File: src/rtl/reg_bank_pkg.sv
// Shared types and default sizing for the multi-port register bank.
// Imported by the clear sequencer and the top-level bank.
package reg_bank_pkg;

    typedef enum logic [1:0] {
        ST_INIT,
        ST_IDLE,
        ST_CLEAR
    } clr_state_t;

    localparam int unsigned DEF_DW  = 16;
    localparam int unsigned DEF_AW  = 4;
    localparam int unsigned DEF_NRD = 3;

endpackage

File: src/rtl/reg_bank_clr_seq.sv
// Clear sequencer: sweeps every entry to zero after reset and on clr_req,
// and owns the registered ready flag that gates normal bank operation.
module reg_bank_clr_seq
    import reg_bank_pkg::*;
#(
    parameter int unsigned AW = DEF_AW
) (
    input  logic          clk,
    input  logic          rst_n,
    input  logic          clr_req,
    output logic          ready,
    output logic          clr_we,
    output logic [AW-1:0] clr_addr
);

    clr_state_t    state;
    clr_state_t    state_nxt;
    logic [AW-1:0] clr_ptr;
    logic [AW-1:0] ptr_nxt;

    always_ff @(posedge clk or negedge rst_n) begin
        if (!rst_n) begin
            state   <= ST_INIT;
            clr_ptr <= '0;
            ready   <= 1'b0;
        end else begin
            state   <= state_nxt;
            clr_ptr <= ptr_nxt;
            // ready tracks the state being entered, so it is high exactly in IDLE
            ready   <= (state_nxt == ST_IDLE);
        end
    end

    always_comb begin
        state_nxt = state;
        ptr_nxt   = clr_ptr;
        unique case (state)
            ST_INIT, ST_CLEAR: begin
                if (clr_ptr == '1) begin
                    state_nxt = ST_IDLE;
                    ptr_nxt   = '0;
                end else begin
                    ptr_nxt   = clr_ptr + 1'b1;
                end
            end
            ST_IDLE: begin
                if (clr_req) begin
                    state_nxt = ST_CLEAR;
                end
            end
            default: begin
                state_nxt = ST_INIT;
                ptr_nxt   = '0;
            end
        endcase
    end

    always_comb begin
        clr_we   = 1'b0;
        clr_addr = clr_ptr;
        if (state != ST_IDLE) begin
            clr_we = 1'b1;
        end
    end

endmodule

File: src/rtl/reg_bank_mp.sv
// Parametrised multi-port register bank with registered reads, write-first
// bypass, optional hard-wired zero entry and a hardware clear sweep.
module reg_bank_mp
    import reg_bank_pkg::*;
#(
    parameter int unsigned DW       = DEF_DW,
    parameter int unsigned AW       = DEF_AW,
    parameter int unsigned NRD      = DEF_NRD,
    parameter bit          ZERO_REG = 1'b1
) (
    input  logic              clk,
    input  logic              rst_n,
    input  logic [NRD*AW-1:0] rd_addr,
    output logic [NRD*DW-1:0] rd_data,
    input  logic              wr_en,
    input  logic [AW-1:0]     wr_addr,
    input  logic [DW-1:0]     wr_data,
    input  logic              clr_req,
    output logic              ready
);

    localparam int unsigned DEPTH = 2 ** AW;

    logic [DW-1:0] mem [DEPTH];

    logic          clr_we;
    logic [AW-1:0] clr_addr;
    logic          wr_drop_zero;
    logic          user_we;
    logic          arr_we;
    logic [AW-1:0] arr_addr;
    logic [DW-1:0] arr_wdata;

    reg_bank_clr_seq #(
        .AW(AW)
    ) u_clr_seq (
        .clk     (clk),
        .rst_n   (rst_n),
        .clr_req (clr_req),
        .ready   (ready),
        .clr_we  (clr_we),
        .clr_addr(clr_addr)
    );

    // A clear request in the same cycle pre-empts the user write.
    assign wr_drop_zero = ZERO_REG && (wr_addr == '0);
    assign user_we      = ready && wr_en && !clr_req && !wr_drop_zero;

    always_comb begin
        arr_we    = 1'b0;
        arr_addr  = wr_addr;
        arr_wdata = wr_data;
        if (clr_we) begin
            arr_we    = 1'b1;
            arr_addr  = clr_addr;
            arr_wdata = '0;
        end else if (user_we) begin
            arr_we    = 1'b1;
        end
    end

    always_ff @(posedge clk) begin
        if (arr_we) begin
            mem[arr_addr] <= arr_wdata;
        end
    end

    for (genvar g = 0; g < NRD; g++) begin : g_rd
        logic [AW-1:0] ra;
        logic [DW-1:0] rd_nxt;
        logic [DW-1:0] rd_q;

        assign ra = rd_addr[g*AW +: AW];

        always_comb begin
            rd_nxt = '0;
            if (ready) begin
                if (ZERO_REG && (ra == '0)) begin
                    rd_nxt = '0;
                end else if (wr_en && (wr_addr == ra)) begin
                    rd_nxt = wr_data;
                end else begin
                    rd_nxt = mem[ra];
                end
            end
        end

        always_ff @(posedge clk or negedge rst_n) begin
            if (!rst_n) begin
                rd_q <= '0;
            end else begin
                rd_q <= rd_nxt;
            end
        end

        assign rd_data[g*DW +: DW] = rd_q;
    end

endmodule

File: config.mk
export PLATFORM = sky130hd
export DESIGN_NAME = reg_bank_mp
export DESIGN_NICKNAME = d
export VERILOG_FILES = /design/src/rtl/reg_bank_pkg.sv /design/src/rtl/reg_bank_clr_seq.sv /design/src/rtl/reg_bank_mp.sv
export SDC_FILE = /design/constraint.sdc
export NUM_CORES = 1
export LEC_CHECK = 0
export ABC_AREA = 1
export BUFFER_PORTS_ARGS = -buffer_cell sky130_fd_sc_hd__buf_2
export CAP_MARGIN = 20
export CORE_MARGIN = 5
export CORE_UTILIZATION = 45
export CTS_CLUSTER_DIAMETER = 80
export DETAILED_ROUTE_END_ITERATION = 12
export PLACE_DENSITY = 0.58
export RECOVER_POWER = 50
export SYNTH_ARGS = -nofsm -noshare
export SYNTH_HDL_FRONTEND = slang
export SYNTH_SLANG_ARGS = --single-unit
File: constraint.sdc
create_clock -name clk -period 6.8 [get_ports clk]
set_input_delay 1.36 -clock clk [delete_from_list [all_inputs] [get_ports clk]]
set_output_delay 1.36 -clock clk [all_outputs]
set_load 0.02 [all_outputs]
# Word-level counts from Yosys, hierarchy flattened
# Memories as Yosys holds them, arrays and structs flattened.
# Cells that the tools add are included.
[classes] n_addsub=1 eq_ne=8 muxes=21 reduce_logical=14
[op_table] cell="16-bit 2-to-1 mux" n=10
[op_table] cell="4-bit logical NOT" n=4
[op_table] cell="4-bit == test" n=3
[op_table] cell="4-bit 2-to-1 mux" n=2
[op_table] cell="4-bit one-hot mux with 2 select lines" n=1
[op_table] cell="1-bit logical AND" n=6
[op_table] cell="1-bit 2-to-1 mux" n=5
[op_table] cell="4-bit by 1-bit adder with 4-bit output (second input constant)" n=1
[op_table] cell="2-bit by 1-bit == test with 1-bit output (second input constant)" n=2
[op_table] cell="4-bit == test (second input constant)" n=1
[op_table] cell="2-bit 2-to-1 mux" n=2
[op_table] cell="2-bit one-hot mux with 2 select lines" n=1
[op_table] cell="2-bit == test (second input constant)" n=1
[op_table] cell="1-bit logical NOT" n=2
[op_table] cell="2-bit logical NOT" n=1
[op_table] cell="2-bit by 1-bit != test with 1-bit output (second input constant)" n=1
[op_table] cell="2-bit OR reduction" n=1
[word_totals] ff_bits=55 ramBits=256 inputBits=36 mem_count=1
[mem_list] name="mem" depth=16 word_bits=16 read_ports=3 rd_clocked_by_memory_dff=0 write_ports=1 line="reg_bank_mp.sv:24" rtl="logic [DW-1:0] mem [DEPTH];"

# Depth between registers and ports, before layout
# Gate-level depths: netlist of the first run.
[logic_depth] word_depth=7 depth_mapped=11

# Cells and area by module
# Synthesis of the first run repeated with hierarchy kept, for this count alone.
[unflattened] cells_unflattened=2664 hier_area_um2=19012.0
[by_module_without_submodules] mod="reg_bank_mp" n_inst=1 cells_per_inst=2628 area_per_inst_um2=18689.2
[by_module_without_submodules] mod="reg_bank_clr_seq" n_inst=1 cells_per_inst=36 area_per_inst_um2=322.8

# Worst setup path before layout of the first run
# OpenSTA, ideal clock, no wires.
[synth_path] kind="input -> register" start="input wr_addr[2]" end="memory mem[10][0] in the netlist's numbering (enable)" setup_time_ns=0.388 t_arrival_ns=2.508 t_required_ns=6.412 setup_slack_ns=3.904 path_stages=6 path_buffers=0 path_cell_list="inv_1 > nand4_1 > nand4_1 > nand2_1 > nand3_1 > nor2_1"
[synth_via] elab_chain_len=7 elab_cells_between_ends=8 classes_between="mux: 5; reduce/logical: 3"
[synth_lines] element="start: declaration" line="reg_bank_mp.sv:16" rtl="input logic [AW-1:0] wr_addr,"
[synth_lines] element="4-bit logical NOT" line="reg_bank_mp.sv:46" rtl="assign wr_drop_zero = ZERO_REG && (wr_addr == '0);"
[synth_lines] element="1-bit logical NOT" line="reg_bank_mp.sv:47" rtl="assign user_we = ready && wr_en && !clr_req && !wr_drop_zero;"
[synth_lines] element="1-bit logical AND" line="reg_bank_mp.sv:47"
[synth_lines] element="1-bit 2-to-1 mux" line="reg_bank_mp.sv:57" rtl="end else if (user_we) begin"
[synth_lines] element="1-bit 2-to-1 mux" line="reg_bank_mp.sv:53" rtl="if (clr_we) begin"
[synth_lines] element="1-bit 2-to-1 mux" line="reg_bank_mp.sv:63" rtl="if (arr_we) begin"
[synth_lines] element="1-bit 2-to-1 mux (implied by the code)" line="reg_bank_mp.sv:64" rtl="mem[arr_addr] <= arr_wdata;"
[synth_lines] element="end: declaration" line="reg_bank_mp.sv:24"
# Parallel ways exist; a longest one is shown, timed or not.

# Final worst setup path of the first run
[layout_path] start="input rd_addr[4]" end="register g_rd[1].rd_q[11]"
[layout_via] elab_chain_len=5 elab_cells_between_ends=7 classes_between="eq/ne: 1; mux: 3; reduce/logical: 2; memory: 1"
[layout_lines] element="start: declaration" line="reg_bank_mp.sv:13" rtl="input logic [NRD*AW-1:0] rd_addr,"
[layout_lines] element="branches (longest 3 deep; another with memory 16 x 16 bit)"
[layout_lines] element="16-bit 2-to-1 mux *" line="reg_bank_mp.sv:78" rtl="if (ZERO_REG && (ra == '0)) begin"
[layout_lines] element="16-bit 2-to-1 mux *" line="reg_bank_mp.sv:77" rtl="if (ready) begin"
[layout_lines] element="via g_rd[1].rd_nxt[11]" line="reg_bank_mp.sv:70" rtl="logic [DW-1:0] rd_nxt;"
[layout_lines] element="end signal: assignment" line="reg_bank_mp.sv:92" rtl="rd_q <= rd_nxt;"
[layout_lines] element="end: declaration" line="reg_bank_mp.sv:71" rtl="logic [DW-1:0] rd_q;"
# Mark *: on every way through the listed nets, which the timed path passes.
# A chain may end at the register's enable or synchronous reset.

==> reports/metrics.cfg, run 1 <==
[cts]
cts_tree=built
clkLatencyLatePin_ps=560
clkTransAtPathRegs_ps=50
htree_levels=2
cts_resized=0
clkSinkCount=311
cts_root_buf=clkbuf_16
ctsHoldBuffers=0
cts_setup_buffers=0
cts_made_buffers=39
cts_max_path_buffers=3

[finish]
drive_gt1_frac=0.06595
diodes=0
post-route-cell-area_mm2=0.02072
nets=2693
area_growth_pct=9.567

[setup_path]
r2r_slack_ps=3120
cp.required_ps=7270
path_class=in2reg
arrival_ps=4310
r2r_start=u_clr_seq.state[0]
start_kind=input port
r2r_cells=8
endpoint_kind=flop
cp_max_fo=76
r2r_end=mem[1][2]

[global_routing]
grt_usage=0.2948
first_global_vias=16810
grt_overflow=0
grt_max_degree=77
antenna_found_initial=0
grt_pass1_wl_mm=105.9

[yosys]
yosysWarnings=0
synth_xor_area_frac=0.0004631
synthSimpleGateAreaFrac=0.3892
synth.distinct_cells=27
synth_compound_area_frac=0.03242
synth.area.mux_share=0
syn_area_mm2=0.01891
synth_fa_ha_area_frac=0.0006616
synth_seq_cells=311
syn_inst=2642
seq_area_frac_synth=0.4793
synth_nets=2679
avgSynthCellArea_um2=7.158
synth_top_family_by_area=simple AND/OR/NAND/NOR gates

[power]
power.leakage_uw=0.009954
powerDensity_mw_per_mm2=323.5
ir_drop_mv=0.2010

[sta]
grt_setup_unrepaired=no
setup_tns_ps=0
clock.fmax_mhz=260.7
tightest_slew_ps=2979
slew_violations=56
relSlewSlack=-0.9861
hold_viol_final=0
skew_ps=20.99
setup-violations-final=0
min_period_ps=3836
post-route-period-util=0.5641

[detailed_routing]
drc=0
drt-initial-drc-count=2536
drt-wirelength-per-cell_um=21.73
ant_nets=0
dr.pass1.iters=7
vias_per_cell=5.624
totalWireLength_mm=70.04
vias=18130

[floorplan]
core_mm2=0.04176
dieArea_mm2=0.04622
ios=85
die_height_um=215.0
initial_core_util=0.4529
die_w_um=215.0
num_rows=75

[run]
maxCapViolCount=1

[run_status]
violations=capacitance limit, slew limit
status=finished with violations

[worst_hold_path]
min_to=u_clr_seq.state[1]
hold-path-cell-count=2
hold_class=reg2reg
hold_start=u_clr_seq.state[1]

[placement]
post-dp-hpwl_mm=42.92
gp_congestion=0.8908
port_buffers=84
dpl-instance-area_mm2=0.01954

## layer usage
layer	wire [um]	vias up	global-route usage
met4	2012	0	0.09430
met2	30190	1162	0.4472
li1	-	8390	-
met5	0	-	0
met1	29390	8419	0.4256
met3	8443	154	0.06248
## layout by cell type (no fill, tap or decap), types with 4 or more instances in the layout
| cell type | netlist | layout |
|---|---|---|
| dfrtp_1 | 55 | 55 |
| inv_1 | 261 | 258 |
| clkbuf_16 | 0 | 41 |
| bufinv_16 | 0 | 4 |
| a21oi_1 | 4 | 4 |
| o21ai_0 | 62 | 62 |
| clkbuf_1 | 9 | 56 |
| o21ai_1 | 40 | 40 |
| inv_2 | 12 | 12 |
| nor2_1 | 335 | 336 |
| buf_2 | 136 | 48 |
| clkinv_1 | 0 | 13 |
| nand3_2 | 15 | 15 |
| nand2_1 | 998 | 998 |
| nand3_1 | 422 | 422 |
| buf_4 | 5 | 38 |
| edfxtp_1 | 256 | 256 |
## sequential cells by signal, indices dropped and copies added (netlist names)
name                cells
u_clr_seq.state         2
mem                   256
g_rd.rd_q              48
u_clr_seq.clr_addr      4
u_clr_seq.ready         1
## where the power goes
| group | total, uW | switching, uW | internal [uW] |
|---|---|---|---|
| clock | 2070 | 825 | 1250 |
| combinational | 1900 | 1430 | 470 |
| sequential | 2730 | 140 | 2590 |
| total | 6700 | 2390 | 4310 |
## how the worst max path moves through the flow
stage | startpoint | to | slack (ps) | cells after the start
detailed placement | rd_addr[4] | g_rd[1].rd_q[5] | 2550 | 9
global placement | rd_addr[9] | g_rd[2].rd_q[15] | 2540 | 9
global route | rst_n | g_rd[2].rd_q[14] | 2570 | 2
finish | rd_addr[4] | g_rd[1].rd_q[11] | 2960 | 10
CTS | rd_addr[4] | g_rd[1].rd_q[1] | 3130 | 9
floorplan | wr_addr[2] | mem[10][0] | 3900 | 6
## cells in the mapped netlist, drive strengths merged
master  number  share of area
o21ai      103          0.027
nand2     1000           0.20
a21oi        4         0.0011
edfxtp     256           0.41
nand4        2        0.00066
nor2       341          0.069
dfrtp       55          0.073
xnor2        1        0.00046
nand3      438           0.12
ha           1        0.00066
clkbuf       9         0.0018
inv        273          0.054
a31oi        3         0.0029
buf        153          0.042
o22ai        3        0.00099
## per-stage QoR
stage	util	setup WS, ps	power [uW]	hold WS, ps	cells
floorplan	-	3904	3956	509.7	2642
global route	0.4962	2566	7038	596.5	3223
global placement	0.4672	2540	4614	544.1	3145
CTS	0.4980	3131	6714	571.7	3217
finish	0.4962	2964	6703	555.3	3223
detailed placement	0.4680	2555	4646	555.4	3148
## worst max-delay path, cell delays in order
cell and delay, ps:
buf_4 720, inv_4 530, buf_4 540, nand2_1 190
nand3_1 80, nand3_1 110, nand2_1 60, nor2_1 410
nor2_1 80, nor2_1 90
## area by class of cell
class                           instances  area, um2
Clock buffer                           48       1052
Multi-Input combinational cell       1896       7988
Inverter                              273       1032
Sequential cell                       311       9064
Tap cell                              539      674.4
Timing Repair Buffer                  135      709.4
Clock inverter                         21      200.2
Fill cell                            4086      21040
## kinds of logic after synthesis
group,after synthesis
and+or+nand+nor,1781
buffers and inverters,435
DFF,311
AOI/OAI and AO/OA,113
xor gates and xnor gates,1
adders and majority gates,1
Note: power is estimated with default switching activity, not from simulation.
==> run 2, diff against run 1 <==
--- a/config.mk
+++ b/config.mk
@@ -5,14 +5,14 @@
 export SDC_FILE = /design/constraint.sdc
 export NUM_CORES = 1
 export LEC_CHECK = 0
-export ABC_AREA = 1
+export ABC_AREA = 0
 export BUFFER_PORTS_ARGS = -buffer_cell sky130_fd_sc_hd__buf_2
 export CAP_MARGIN = 20
 export CORE_MARGIN = 5
 export CORE_UTILIZATION = 45
 export CTS_CLUSTER_DIAMETER = 80
 export DETAILED_ROUTE_END_ITERATION = 12
-export PLACE_DENSITY = 0.58
+export PLACE_DENSITY = 0.59
 export RECOVER_POWER = 50
 export SYNTH_ARGS = -nofsm -noshare
 export SYNTH_HDL_FRONTEND = slang
==> constraint.sdc (replaced) <==
create_clock -name clk -period 3.8 [get_ports clk]
set_input_delay 0.76 -clock clk [delete_from_list [all_inputs] [get_ports clk]]
set_output_delay 0.76 -clock clk [all_outputs]
set_load 0.02 [all_outputs]
==> run 2 against run 1 <==
Net effect:
- the run still ends with capacitance limit, slew limit left
- global-route usage is 5.5 points lower
- wire length decreased by 31%
- clock skew decreased by 0.85 ps
- setup slack worse by 2100 ps
- sequential share of layout area is 4.6 points higher
- first-iteration DRC count down 65%
- critical endpoint is now mem[14][15]
- largest power group unchanged
==> reports/metrics.cfg, run 2 <==
[run_status]
status=finished with violations  ; unchanged
violations=capacitance limit, slew limit  ; unchanged

[cts]
cts_made_buffers=36  ; was 39
cts_root_buf=clkbuf_16  ; unchanged
cts_tree=built  ; unchanged
cts_setup_buffers=0  ; unchanged
htree_levels=2  ; unchanged
clkLatencyLatePin_ps=530  ; was 560 ps
clkSinkCount=311  ; unchanged
cts_max_path_buffers=3  ; unchanged
cts_resized=0  ; unchanged
ctsHoldBuffers=0  ; unchanged
clkTransAtPathRegs_ps=60  ; was 50 ps

[yosys]
synth.distinct_cells=45  ; was 27
yosysWarnings=0  ; unchanged
synth_seq_cells=311  ; unchanged
yosysMostFrequentCell=edfxtp_1  ; was nand2_1
syn_area_mm2=0.01646  ; was 0.01891 mm2
seq_area_frac_synth=0.5507  ; was 0.4793
synthTopCellsByArea=edfxtp_1, mux4_2, dfrtp_1, mux2i_1, a32o_1  ; was edfxtp_1, nand2_1, nand3_1, dfrtp_1, nor2_1
synth_nets=972  ; was 2,679
async_reset_ff_frac=0.1768  ; unchanged
yosysTopAreaCellShare=0.4670  ; was 0.4065
yosysTopAreaCell=edfxtp_1  ; unchanged
synth_flop_cell=edfxtp_1  ; unchanged
syn_inst=935  ; was 2,642
avgSynthCellArea_um2=17.60  ; was 7.158 um2
synth_top_cells_by_count=edfxtp_1, mux4_2, dfrtp_1  ; was nand2_1, nand3_1, nor2_1
synth_edf_count=256  ; unchanged

[global_routing]
grt_usage=0.2400  ; was 0.2948
grt_pass1_wl_mm=71.75  ; was 105.9 mm
grt_max_degree=47  ; was 77
grt_overflow=0  ; unchanged
first_global_vias=10390  ; was 16,810
antenna_found_initial=1  ; was 0

[setup_path]
path_class=reg2reg  ; was in2reg
start_kind=flop  ; was input port
endpoint_kind=flop  ; unchanged
crit_buf_inv=2  ; was 3
cpMaxStageDelayCell=clkbuf_1  ; was buf_4
crit_family=buffers and inverters  ; unchanged
cp.required_ps=4020  ; was 7270 ps
cp_max_fo=14  ; was 76
cp_cell_sequence=nor2b_1 -> clkbuf_1 -> a31oi_1 -> nor2_2 -> buf_12  ; was buf_4 -> inv_4 -> buf_4 -> nand2_1 -> nand3_1 -> nand3_1 -> nand2_1 -> nor2_1 -> nor2_1 -> nor2_1
max_stage_delay_ps=700  ; was 720 ps
arrival_ps=3200  ; was 4310 ps

[placement]
gp_congestion=0.8017  ; was 0.8908
place_ws_ps=870.1  ; was 2555 ps
port_buffers=84  ; unchanged
post-dp-hpwl_mm=29.89  ; was 42.92 mm

[detailed_routing]
drt-wirelength-per-cell_um=31.99  ; was 21.73 um
vias_per_cell=6.661  ; was 5.624
vias=10120  ; was 18,130
ant_nets=0  ; unchanged
drc=0  ; unchanged
dr.pass1.iters=5  ; was 7
drt-initial-drc-count=888  ; was 2,536
totalWireLength_mm=48.62  ; was 70.04 mm

[sta]
hold_viol_final=0  ; unchanged
slew_violations=19  ; was 56
setup-violations-final=0  ; unchanged
grt_setup_unrepaired=no  ; unchanged
hold_slack_ps=395.2  ; was 555.3 ps
min_period_ps=2971
setup_tns_ps=0  ; unchanged
skew_ps=20.14  ; was 20.99 ps
clock.fmax_mhz=336.6
relSlewSlack=-0.03444  ; was -0.9861
post-route-period-util=0.7819
tightest_slew_ps=1552  ; was 2979 ps
fin_ws_ps=828.8  ; was 2964 ps

[power]
powerDensity_mw_per_mm2=594.3  ; was 323.5 mW/mm2
ir_drop_mv=0.3681  ; was 0.2010 mV
p_total_uw=11130  ; was 6703 uW
power.leakage_uw=0.006604  ; was 0.009954 uW

[run]
maxCapViolCount=1  ; unchanged

[floorplan]
initial_core_util=0.4528  ; was 0.4529
num_rows=70  ; was 75
dieArea_mm2=0.04050  ; was 0.04622 mm2
die_w_um=201.3  ; was 215.0 um
die_height_um=201.3  ; was 215.0 um
core_mm2=0.03635  ; was 0.04176 mm2
ios=85  ; unchanged

[finish]
largest_reg_flops=256  ; unchanged
drive_gt1_frac=0.3460  ; was 0.06595
final_cell_mix=edfxtp_1, mux4_2, dfrtp_1  ; was nand2_1, nand3_1, nor2_1
final_common_cell=edfxtp_1  ; was nand2_1
area_growth_pct=13.83  ; was 9.567%
regMostFlops=mem  ; unchanged
diodes=0  ; unchanged
nets=1061  ; was 2,693

[worst_hold_path]
hold_class=in2async  ; was reg2reg

==> run 2: per-layer routing <==
| metal | routed length (um) | global-route usage |
|---|---|---|
| met4 | 1218 | 0.06641 |
| met1 | 19600 | 0.3412 |
| met5 | 0 | 0 |
| met3 | 4549 | 0.04561 |
| met2 | 23250 | 0.3848 |
==> run 2: metrics by stage <==
step,cells,utilization,cell area [um2]
finish,1520,0.5155,18740
global route,1520,0.5155,18740
CTS,1520,0.5171,18800
detailed placement,1454,0.4831,17560
global placement,1454,0.4831,17560
floorplan,935,-,16460
==> run 2: cell families (layout without fill, tap and decap cells) <==
kind of cell	after synthesis	in the layout	synth area share
buffers and inverters	94	211	0.03626
DFF	311	311	0.5507
adders and majority gates	1	1	0.0007600
and+or+nand+nor	152	152	0.04668
muxes	244	244	0.2946
xor gates and xnor gates	13	13	0.006918
AOI/OAI and AO/OA	120	120	0.06408
==> run 2: worst paths after layout <==
| check | from | endpoint | slack (ps) | cells past startpoint |
|---|---|---|---|---|
| worst max-delay path | u_clr_seq.state[0] | mem[14][15] | 830 | 5 |
| worst min-delay path | rst_n | g_rd[2].rd_q[8] | 400 | 1 |
| worst max register to register | u_clr_seq.state[0] | mem[14][15] | 830 | 5 |
| worst min register to register | u_clr_seq.state[1] | u_clr_seq.state[1] | 530 | 1 |
| max in group asynchronous | rst_n | g_rd[2].rd_q[4] | 1440 | 2 |
| min in group clk | clr_req | u_clr_seq.ready | 500 | 2 |
==> run 2: area by class of cell <==
type,instances,area (um2)
Sequential cell,311,9064
Timing Repair Buffer,142,982.2
Multi-Input combinational cell,530,6857
Tap cell,468,585.6
Inverter,3,11.26
Clock inverter,14,202.7
Clock buffer,52,1033
Fill cell,2963,17610
==> run 2: report_power, final <==
part           switching, uW  leakage [uW]  internal [uW]  total [uW]
logic                   1550       0.00286           1120        2670
registers                368       0.00315           4490        4850
clock network           1370      0.000596           2230        3610
==> run 2: worst register-to-register path, delay by kind of cell, from the launching register on <==
| kind | cells | cell delay (ps) |
|---|---|---|
| AND/OR/NAND/NOR | 2 | 840 |
| flip-flops | 1 | 480 |
| buffers and inverters | 2 | 950 |
| AO/OA/AOI/OAI | 1 | 420 |
==> run 3, diff against run 2 <==
--- a/config.mk
+++ b/config.mk
@@ -12,7 +12,7 @@
 export CORE_UTILIZATION = 45
 export CTS_CLUSTER_DIAMETER = 80
 export DETAILED_ROUTE_END_ITERATION = 12
-export PLACE_DENSITY = 0.59
+export PLACE_DENSITY = 0.61
 export RECOVER_POWER = 50
 export SYNTH_ARGS = -nofsm -noshare
 export SYNTH_HDL_FRONTEND = slang
==> constraint.sdc (replaced) <==
create_clock -name clk -period 2.7 [get_ports clk]
set_input_delay 0.54 -clock clk [delete_from_list [all_inputs] [get_ports clk]]
set_output_delay 0.54 -clock clk [all_outputs]
set_load 0.02 [all_outputs]
==> run 3 against run 2 <==
Net effect:
- sequential power grew 41%
- worst hold slack lost 110 ps
- non-clock buffer count grew 9
- global-route usage shrank 0.22 points
- setup slack lost 600 ps
- first-iteration DRC count grew 2.7%
- combinational power grew 44%
- core utilization grew 0.24 points
- cell count grew 0.46%
- clock power grew 30%
- the flow now finishes without violations
- largest power group unchanged
- critical path type unchanged
==> reports/metrics.cfg, run 3 (synthesis results as in run 2) <==
[floorplan]
die_height_um=201.3  ; unchanged
core_mm2=0.03635  ; unchanged
initial_core_util=0.4528  ; unchanged
die_w_um=201.3  ; unchanged
num_rows=70  ; unchanged
dieArea_mm2=0.04050  ; unchanged
ios=85  ; unchanged

[sta]
tightest_slew_ps=1228  ; was 1552 ps
grt_setup_unrepaired=no  ; unchanged
clock.fmax_mhz=405.2  ; was 336.6 MHz
post-route-period-util=0.9140  ; was 0.7819
skew_ps=18.11  ; was 20.14 ps
hold_viol_final=0  ; unchanged
slew_violations=0  ; was 19
min_period_ps=2468  ; was 2971 ps
setup-violations-final=0  ; unchanged
setup_tns_ps=0  ; unchanged
relSlewSlack=0.1812  ; was -0.03444

[power]
intPower_uw=10760  ; was 7843 uW
pwr-share-seq=0.444  ; was 0.436
powerDensity_mw_per_mm2=817.2  ; was 594.3 mW/mm2
p_comb_frac=0.250  ; was 0.240
p_sw_uw=4627  ; was 3291 uW
ir_drop_mv=0.4360  ; was 0.3681 mV
p_sw_frac=0.3008  ; was 0.2956
power.leakage_uw=0.006609  ; was 0.006604 uW
power_frac_clock=0.306  ; was 0.324

[placement]
post-place-cells=1462  ; was 1,454
post-dp-hpwl_mm=29.35  ; was 29.89 mm
gp_congestion=0.7714  ; was 0.8017
port_buffers=84  ; unchanged

[finish]
drive_gt1_frac=0.3355  ; was 0.3460
nets=1069  ; was 1,061
fin_cells=1527  ; was 1,520
area_growth_pct=14.36  ; was 13.83%
largest_reg_flops=256  ; unchanged
regMostFlops=mem  ; unchanged
final_cell_mix=edfxtp_1, mux4_2, clkbuf_1  ; was edfxtp_1, mux4_2, dfrtp_1
final_common_cell=edfxtp_1  ; unchanged

[detailed_routing]
wl_met3_mm=5.019  ; was 4.549 mm
totalWireLength_mm=48.49  ; was 48.62 mm
dr.pass1.iters=5  ; unchanged
dr_wl_met2_mm=23.15  ; was 23.25 mm
drc=0  ; unchanged
vias=10190  ; was 10,120
ant_nets=0  ; unchanged
drt-initial-drc-count=912  ; was 888
drt-wirelength-per-cell_um=31.76  ; was 31.99 um
wl_met1_mm=18.94  ; was 19.60 mm
vias_per_cell=6.671  ; was 6.661
top_layer_used=met4  ; unchanged

[setup_path]
path_class=reg2reg  ; unchanged
endpoint_kind=flop  ; unchanged
cp.required_ps=2830  ; was 4020 ps
arrival_ps=2600  ; was 3200 ps
cp_max_fo=16  ; was 14
start_kind=flop  ; unchanged

[cts]
clkTransAtPathRegs_ps=50  ; was 60 ps
cts_root_buf=clkbuf_16  ; unchanged
cts_resized=0  ; unchanged
cts_tree=built  ; unchanged
clkSinkCount=311  ; unchanged
clkLatencyLatePin_ps=520  ; was 530 ps
ctsHoldBuffers=1  ; was 0
htree_levels=2  ; unchanged
cts_made_buffers=35  ; was 36
cts_setup_buffers=0  ; unchanged
cts_max_path_buffers=3  ; unchanged

[global_routing]
grt_max_degree=35  ; was 47
grt_pass1_wl_mm=70.85  ; was 71.75 mm
antenna_found_initial=0  ; was 1
grt_overflow=0  ; unchanged
first_global_vias=10290  ; was 10,390
grt_usage=0.2378  ; was 0.2400

[run_status]
status=completed  ; was finished with violations

[worst_hold_path]
hold_class=in2reg  ; was in2async

[run]
maxCapViolCount=0  ; was 1

[run 3: final cells by class]
type,count,area [um2]
Antenna cell,1,2.502
Clock buffer,51,1017
Sequential cell,311,9064
Fill cell,2928,17520
Multi-Input combinational cell,530,6847
Tap cell,468,585.6
Timing Repair Buffer,151,1172
Clock inverter,12,123.9
Inverter,3,11.26
[run 3: per-stage QoR]
step / utilization / hold WS (ps) / power, uW / area, um2 / setup WS (ps)
finish: 0.5179 / 286.2 / 15380 / 18820 / 232.1
global route: 0.5178 / 281.6 / 15960 / 18820 / 197.1
CTS: 0.5235 / 265.4 / 15560 / 19030 / 488.5
detailed placement: 0.4918 / 521.1 / 10860 / 17880 / 223.2
global placement: 0.4918 / 526.6 / 10800 / 17880 / 247.9
floorplan: - / 244.4 / 9113 / 16460 / 405.0
[run 3: power groups by stage]
stage / clock network [uW] / registers (uW) / logic [uW]
3_3_place_gp: 0 / 6860 / 3940
3_5_place_dp: 0 / 6910 / 3950
4_1_cts: 4780 / 6820 / 3960
2_1_floorplan: 0 / 6840 / 2270
6_report: 4710 / 6830 / 3840
5_1_grt: 5000 / 6920 / 4040
[run 3: worst paths after layout]
| kind | from | endpoint | slack [ps] | depth (start not counted) |
|---|---|---|---|---|
| min in group asynchronous | rst_n | g_rd[2].rd_q[10] | 810 | 2 |
| min reg2reg | u_clr_seq.state[1] | u_clr_seq.state[1] | 560 | 1 |
| max reg2reg | u_clr_seq.state[0] | mem[12][11] | 230 | 5 |
| min | clr_req | u_clr_seq.ready | 290 | 2 |
| max | u_clr_seq.state[0] | mem[12][11] | 230 | 5 |
| max in group asynchronous | rst_n | u_clr_seq.state[1] | 590 | 3 |
[run 3: per-layer routing]
| layer | up-vias | global-route usage |
|---|---|---|
| met5 | - | 0 |
| met4 | 0 | 0.07251 |
| met3 | 87 | 0.06205 |
| met2 | 593 | 0.3768 |
| met1 | 5367 | 0.3279 |
| li1 | 4140 | - |
[run 3: critical path, stage by stage (launching register included)]
cell	delay [ps]
dfrtp_1	470
nand2b_1	240
nor3_1	300
a31oi_1	270
nor2_2	150
clkbuf_2	660
